**src/rtl/fifo_pkg.sv**
```systemverilog
// Shared definitions for the FIFO write frontend: entry tags and FSM state encoding.
package fifo_pkg;

  localparam logic [1:0] TAG_DATA  = 2'b00;
  localparam logic [1:0] TAG_LAST  = 2'b01;
  localparam logic [1:0] TAG_ABORT = 2'b10;

  typedef enum logic [1:0] {
    IDLE  = 2'd0,
    FRAME = 2'd1,
    DROP  = 2'd2
  } fsm_state_t;

  function automatic logic [1:0] byte_tag(input logic last);
    return last ? TAG_LAST : TAG_DATA;
  endfunction

endpackage

```
**src/rtl/fifo_skid_buf.sv**
```systemverilog
// Two-entry in-order skid buffer with push/pop and occupancy count.
// An empty buffer presents zero on o_data.
module fifo_skid_buf #(
  parameter int WIDTH = 10
) (
  input  logic             wclk,
  input  logic             wrst_n,
  input  logic             i_push,
  input  logic [WIDTH-1:0] i_data,
  input  logic             i_pop,
  output logic [WIDTH-1:0] o_data,
  output logic [1:0]       o_count
);

  logic [WIDTH-1:0] r_mem [2];
  logic             r_rd_ptr;
  logic             r_wr_ptr;
  logic [1:0]       r_count;
  logic             w_do_pop;
  logic             w_do_push;

  // A push into a full buffer is legal when the head leaves on the same edge.
  assign w_do_pop  = i_pop && (r_count != 2'd0);
  assign w_do_push = i_push && ((r_count != 2'd2) || w_do_pop);

  always_ff @(posedge wclk or negedge wrst_n) begin
    if (!wrst_n) begin
      r_mem[0] <= '0;
      r_mem[1] <= '0;
      r_rd_ptr <= 1'b0;
      r_wr_ptr <= 1'b0;
      r_count  <= 2'd0;
    end else begin
      if (w_do_push) begin
        r_mem[r_wr_ptr] <= i_data;
        r_wr_ptr        <= ~r_wr_ptr;
      end
      if (w_do_pop) begin
        r_rd_ptr <= ~r_rd_ptr;
      end
      r_count <= r_count + {1'b0, w_do_push} - {1'b0, w_do_pop};
    end
  end

  assign o_data  = (r_count == 2'd0) ? '0 : r_mem[r_rd_ptr];
  assign o_count = r_count;

endmodule

```
**src/rtl/fifo_wr_frontend.sv**
```systemverilog
// Frame-aware write frontend: tags upstream bytes, converts aborts into markers and
// feeds the async FIFO write port. Counters exist only with FIFO_WR_FRONTEND_STATS_EN.
module fifo_wr_frontend
  import fifo_pkg::*;
#(
  parameter int DSIZE = 8
) (
  input  logic             wclk,
  input  logic             wrst_n,
  input  logic             s_valid,
  input  logic [DSIZE-1:0] s_data,
  input  logic             s_last,
  output logic             s_ready,
  input  logic             abort,
  input  logic             wfull,
  input  logic             awfull,
  output logic             winc,
  output logic [DSIZE+1:0] wdata,
  output logic [7:0]       frames_written,
  output logic [7:0]       drop_cnt
);

  localparam int EW = DSIZE + 2;

  fsm_state_t      r_state;
  logic            r_pend;
  logic            r_s_ready;

  logic [1:0]      w_count;
  logic [EW-1:0]   w_head;
  logic            w_pop;
  logic            w_accept;
  logic            w_last_acc;
  logic            w_abort_now;
  logic            w_byte_push;
  logic            w_space;
  logic            w_mark_push;
  logic            w_push;
  logic [EW-1:0]   w_push_data;
  logic [1:0]      w_count_nxt;
  logic            w_pend_nxt;
  logic            w_drop_nxt;

  assign w_pop       = (w_count != 2'd0) && !wfull;
  assign w_accept    = s_valid && r_s_ready;
  assign w_last_acc  = w_accept && s_last;
  assign w_abort_now = abort && (r_state == FRAME);

  // An abort in FRAME swallows any byte accepted on the same edge.
  assign w_byte_push = w_accept && (r_state != DROP) && !w_abort_now;
  assign w_space     = (w_count != 2'd2) || w_pop;
  assign w_mark_push = (r_pend || w_abort_now) && w_space;
  assign w_push      = w_byte_push || w_mark_push;
  assign w_push_data = w_mark_push ? {TAG_ABORT, {DSIZE{1'b0}}}
                                   : {byte_tag(s_last), s_data};

  assign w_count_nxt = w_count + {1'b0, w_push} - {1'b0, w_pop};
  assign w_pend_nxt  = (r_pend || w_abort_now) && !w_space;
  assign w_drop_nxt  = !w_last_acc && ((r_state == DROP) || w_abort_now);

  fifo_skid_buf #(
    .WIDTH (EW)
  ) u_skid (
    .wclk    (wclk),
    .wrst_n  (wrst_n),
    .i_push  (w_push),
    .i_data  (w_push_data),
    .i_pop   (w_pop),
    .o_data  (w_head),
    .o_count (w_count)
  );

  // A pending marker blocks upstream so no later byte can overtake it.
  always_ff @(posedge wclk or negedge wrst_n) begin
    if (!wrst_n) begin
      r_state   <= IDLE;
      r_pend    <= 1'b0;
      r_s_ready <= 1'b0;
    end else begin
      r_pend    <= w_pend_nxt;
      r_s_ready <= !w_pend_nxt && (w_drop_nxt || ((w_count_nxt != 2'd2) && !awfull));
      case (r_state)
        IDLE: begin
          if (w_accept && !s_last) r_state <= FRAME;
        end
        FRAME: begin
          if (w_abort_now)     r_state <= w_last_acc ? IDLE : DROP;
          else if (w_last_acc) r_state <= IDLE;
        end
        DROP: begin
          if (w_last_acc) r_state <= IDLE;
        end
        default: r_state <= IDLE;
      endcase
    end
  end

  assign s_ready = r_s_ready;
  assign winc    = w_pop;
  assign wdata   = w_head;

`ifdef FIFO_WR_FRONTEND_STATS_EN
  logic [7:0] r_frames;
  logic [7:0] r_drops;

  always_ff @(posedge wclk or negedge wrst_n) begin
    if (!wrst_n) begin
      r_frames <= 8'd0;
      r_drops  <= 8'd0;
    end else if (w_pop) begin
      if (w_head[EW-1:DSIZE] == TAG_LAST)  r_frames <= r_frames + 8'd1;
      if (w_head[EW-1:DSIZE] == TAG_ABORT) r_drops  <= r_drops + 8'd1;
    end
  end

  assign frames_written = r_frames;
  assign drop_cnt       = r_drops;
`else
  assign frames_written = 8'd0;
  assign drop_cnt       = 8'd0;
`endif

endmodule

```
**config.mk**
```make
export PLATFORM = sky130hd
export DESIGN_NAME = fifo_wr_frontend
export DESIGN_NICKNAME = d
export VERILOG_FILES = /design/src/rtl/fifo_pkg.sv /design/src/rtl/fifo_skid_buf.sv /design/src/rtl/fifo_wr_frontend.sv
export SDC_FILE = /design/constraint.sdc
export NUM_CORES = 1
export LEC_CHECK = 0
export CAP_MARGIN = 20
export CORE_MARGIN = 4
export CORE_UTILIZATION = 43
export DETAILED_ROUTE_END_ITERATION = 6
export HOLD_SLACK_MARGIN = 0.06
export PLACE_DENSITY = 0.76
export SETUP_SLACK_MARGIN = 0.4
export SLEW_MARGIN = 20
export SYNTH_ARGS = -nofsm -noshare
export SYNTH_HDL_FRONTEND = slang
export SYNTH_SLANG_ARGS = --single-unit
```
**constraint.sdc**
```tcl
create_clock -name wclk -period 2 [get_ports wclk]
set_clock_uncertainty 0.15 [all_clocks]
set_input_delay 0.4 -clock wclk [delete_from_list [all_inputs] [get_ports wclk]]
set_output_delay 0.4 -clock wclk [all_outputs]
set_load 0.1 [all_outputs]
```
==> impl_metrics.py <==
metrics = {
    "cells_and_area": {
        "drive_above_1_share_pct": 47.6,
        "nFillCells": 227,
        "multi_input_area_um2": 922,
        "final_nets": 211,
        "areaGrowthSynthToFinish_pct": 63.5,
        "area.sequential_um2": 704,
        "antenna_cells": 0,
    },
    "global_route": {
        "grt_first_pass_wirelength_mm": 6.41,
        "grt_pass1_vias": 1273,
        "track_usage_pct": 19.3,
        "antenna_found_initial": 0,
        "grt_max_degree": 29,
        "gr-total-overflow": 0,
    },
    "critical_path": {
        "crit_path_cell_trace": "nand3b_1 -> nand4_4 -> and2_4 -> ha_4 -> inv_2 -> ha_4 -> xor2_2 -> xnor2_1 -> nor3_1 -> nor3_1",
        "crit_slowest_cell": "dfrtp_1",
        "slowest_delay_ns": 0.45,
        "critPathRequiredTime_ns": 2.08,
        "end_kind": "flip-flop",
        "critPathBufInv": 1,
        "arrival_ns": 2.21,
        "crit_path_start_kind": "flip-flop",
        "critPathTopFamily": "simple AND/OR/NAND/NOR gates",
        "critPathKind": "flip-flop to flip-flop",
        "crit_fanout": 4,
    },
    "yosys": {
        "netlist.area_leader.share_pct": 45.9,
        "synth_area_um2": 1530,
        "yosysWarnings": 0,
        "synth-compound-area-share_pct": 16.4,
        "yosysUniqueCellTypes": 31,
        "yosys.area.top_type": "dfrtp_1",
        "ys_seq_area_share_pct": 45.9,
        "synthAdderAreaFrac_pct": 3.28,
        "synth-simple-area-share_pct": 11.6,
        "ys_seq_elements": 28,
        "syn_avg_cell_area_um2": 11.6,
        "muxShareOfSynthArea_pct": 6.56,
        "synthTopCellsByArea": "dfrtp_1, a32o_1, buf_4",
        "synthXorXnorAreaFrac_pct": 3.45,
        "synth_top_family_by_area": "compound AO/OA/AOI/OAI gates",
        "syn_inst": 131,
    },
    "sta": {
        "fin_crit_ns": 2.14,
        "clock.fmax_mhz": 468,
        "timing.hold.ws_ns": 0.270,
        "finalHoldViolations": 0,
        "setup_violations": 12,
        "period_share_pct": 107,
        "grt_setup_unrepaired": "yes",
        "fin_ws_ns": -0.137,
        "maxSlewViolCount": 0,
    },
    "placed_design": {
        "portBuffers": 26,
        "hpwlAfterDp_mm": 2.61,
        "routabilityCongestion": 0.785,
    },
    "drt": {
        "wire_per_inst_um": 18.1,
        "drtIter0Drc": 53,
        "drt-pass1-iter-count": 4,
        "drt_wl_total_mm": 4.29,
        "vias": 1272,
        "drc": 0,
        "ant_nets": 0,
        "vias_per_cell": 5.37,
    },
    "clock_tree": {
        "clockBufferDepth": 2,
        "clkLatencyLatePin_ns": 0.34,
        "cts-root-buf": "clkbuf_4",
        "htree_levels": 1,
        "ctsHoldBuffers": 0,
        "cts_tree": "done",
        "cts.clk_slew.worst_paths_ns": 0.16,
        "cts_made_buffers": 3,
        "cts_sinks": 28,
    },
    "min_path": {
        "min_path_type": "input pin to async pin",
    },
    "floorplan": {
        "die_height_um": 67.6,
        "coreArea_um2": 3390,
        "dieArea_um2": 4560,
        "io_pins": 43,
        "die_x_um": 67.6,
        "initial_utilization_pct": 45.0,
        "rows": 21,
    },
    "outcome": {
        "violations": "negative setup slack",
        "status": "finished with violations",
    },
    "job": {
        "max-cap-violations": 0,
    },
}
==> synth_stat cells (all sizes together) <==
library cell  number
a2111oi            1
a21boi             1
a21o               2
a21oi              2
a32o              18
and2               1
and3               1
and3b              1
buf               19
clkbuf             3
conb               1
dfrtp             28
ha                 4
inv                3
mux2i             10
nand2              1
nand2b             1
nand3b             2
nand4              1
nor2              16
nor2b              1
nor3               2
o21ai              5
or2b               1
xnor2              3
xor2               3
==> cell usage in the layout (no fill, tap or decap), types with 2 or more instances in the layout <==
cell and n:
a21oi_1 2, dlygate4sd2_1 2, o21ai_2 2, buf_4 22, mux2i_2 3, clkdlybuf4s50_1 11, dfrtp_1 27, clkbuf_4 3
o21ai_1 3, xnor2_1 2, a32o_1 18, a21o_4 3, nor2_4 14, buf_6 10, buf_12 13, ha_4 3
conb_1 16, nor3_1 2, xor2_2 2, inv_1 2, mux2i_1 7, nand3b_1 2
==> what timing repair did <==
action | in CTS | in global routing
pin swaps | 12 | 7
gates resized for setup | 27 | 23
endpoints found under the setup margin | 34 | 36
buffers inserted | 8 | 5
gates cloned | 2 | 1
==> cell type report <==
type / count / area share (%)
Multi-Input combinational cell: 94 / 37.0
Sequential cell: 28 / 28.2
Tap cell: 46 / 2.31
Clock buffer: 3 / 0.903
Timing Repair Buffer: 62 / 29.9
Inverter: 3 / 0.452
Clock inverter: 1 / 1.20
==> per-stage QoR <==
stage                     cells  area [µm²]  TNS, ns  setup WS, ns  util, %
final                       237        2490   -0.714        -0.137     73.6
after floorplan             146        1680   -0.269        -0.237        -
after CTS                   231        2350    -1.04        -0.111     69.3
after global placement      217        2090    -1.81        -0.538     61.6
after global routing        237        2490    -1.54        -0.215     73.6
after detailed placement    217        2090    -3.10        -0.637     61.6
==> state kept, by name, summed over array words and instances, names as in the netlist <==
name,cells
s_ready,1
u_skid.o_count,2
r_pend,1
u_skid.r_wr_ptr,1
u_skid.r_rd_ptr,1
r_state,2
u_skid.r_mem,20
==> worst reg2reg max path: stages (launching register included) <==
cell,delay [ns]
dfrtp_1,0.45
nand3b_1,0.18
nand4_4,0.11
and2_4,0.18
ha_4,0.25
inv_2,0.04
ha_4,0.15
xor2_2,0.14
xnor2_1,0.12
nor3_1,0.19
nor3_1,0.07
==> path summary, 6_finish.rpt <==
check	slack [ns]	depth (start not counted)	endpoint	start
worst min-delay path	0.27	2	u_skid.r_mem[17]	wrst_n
worst max-delay path	-0.14	10	s_ready	r_state[0]
worst max register to register	-0.14	10	s_ready	r_state[0]
max in group asynchronous	1.12	2	s_ready	wrst_n
min in group wclk	0.27	2	r_state[0]	abort
worst min register to register	0.34	1	r_state[0]	r_state[1]
==> metal layers <==
layer,GRT usage [%],up-vias,wire length (µm)
li1,-,572,-
met2,33.8,38,2340
met1,23.8,651,1630
met4,6.84,0,106
met5,0,-,0
met3,3.16,11,223
==> cell families after synthesis <==
logic type	Yosys count
simple gates	28
flops	28
xor+xnor	6
fa+ha+maj	4
buf+inv	25
other cells	1
compound gates	29
mux	10
Power is not shown: default switching activity piles up to over one toggle a cycle in this logic, so the estimate is an artifact.
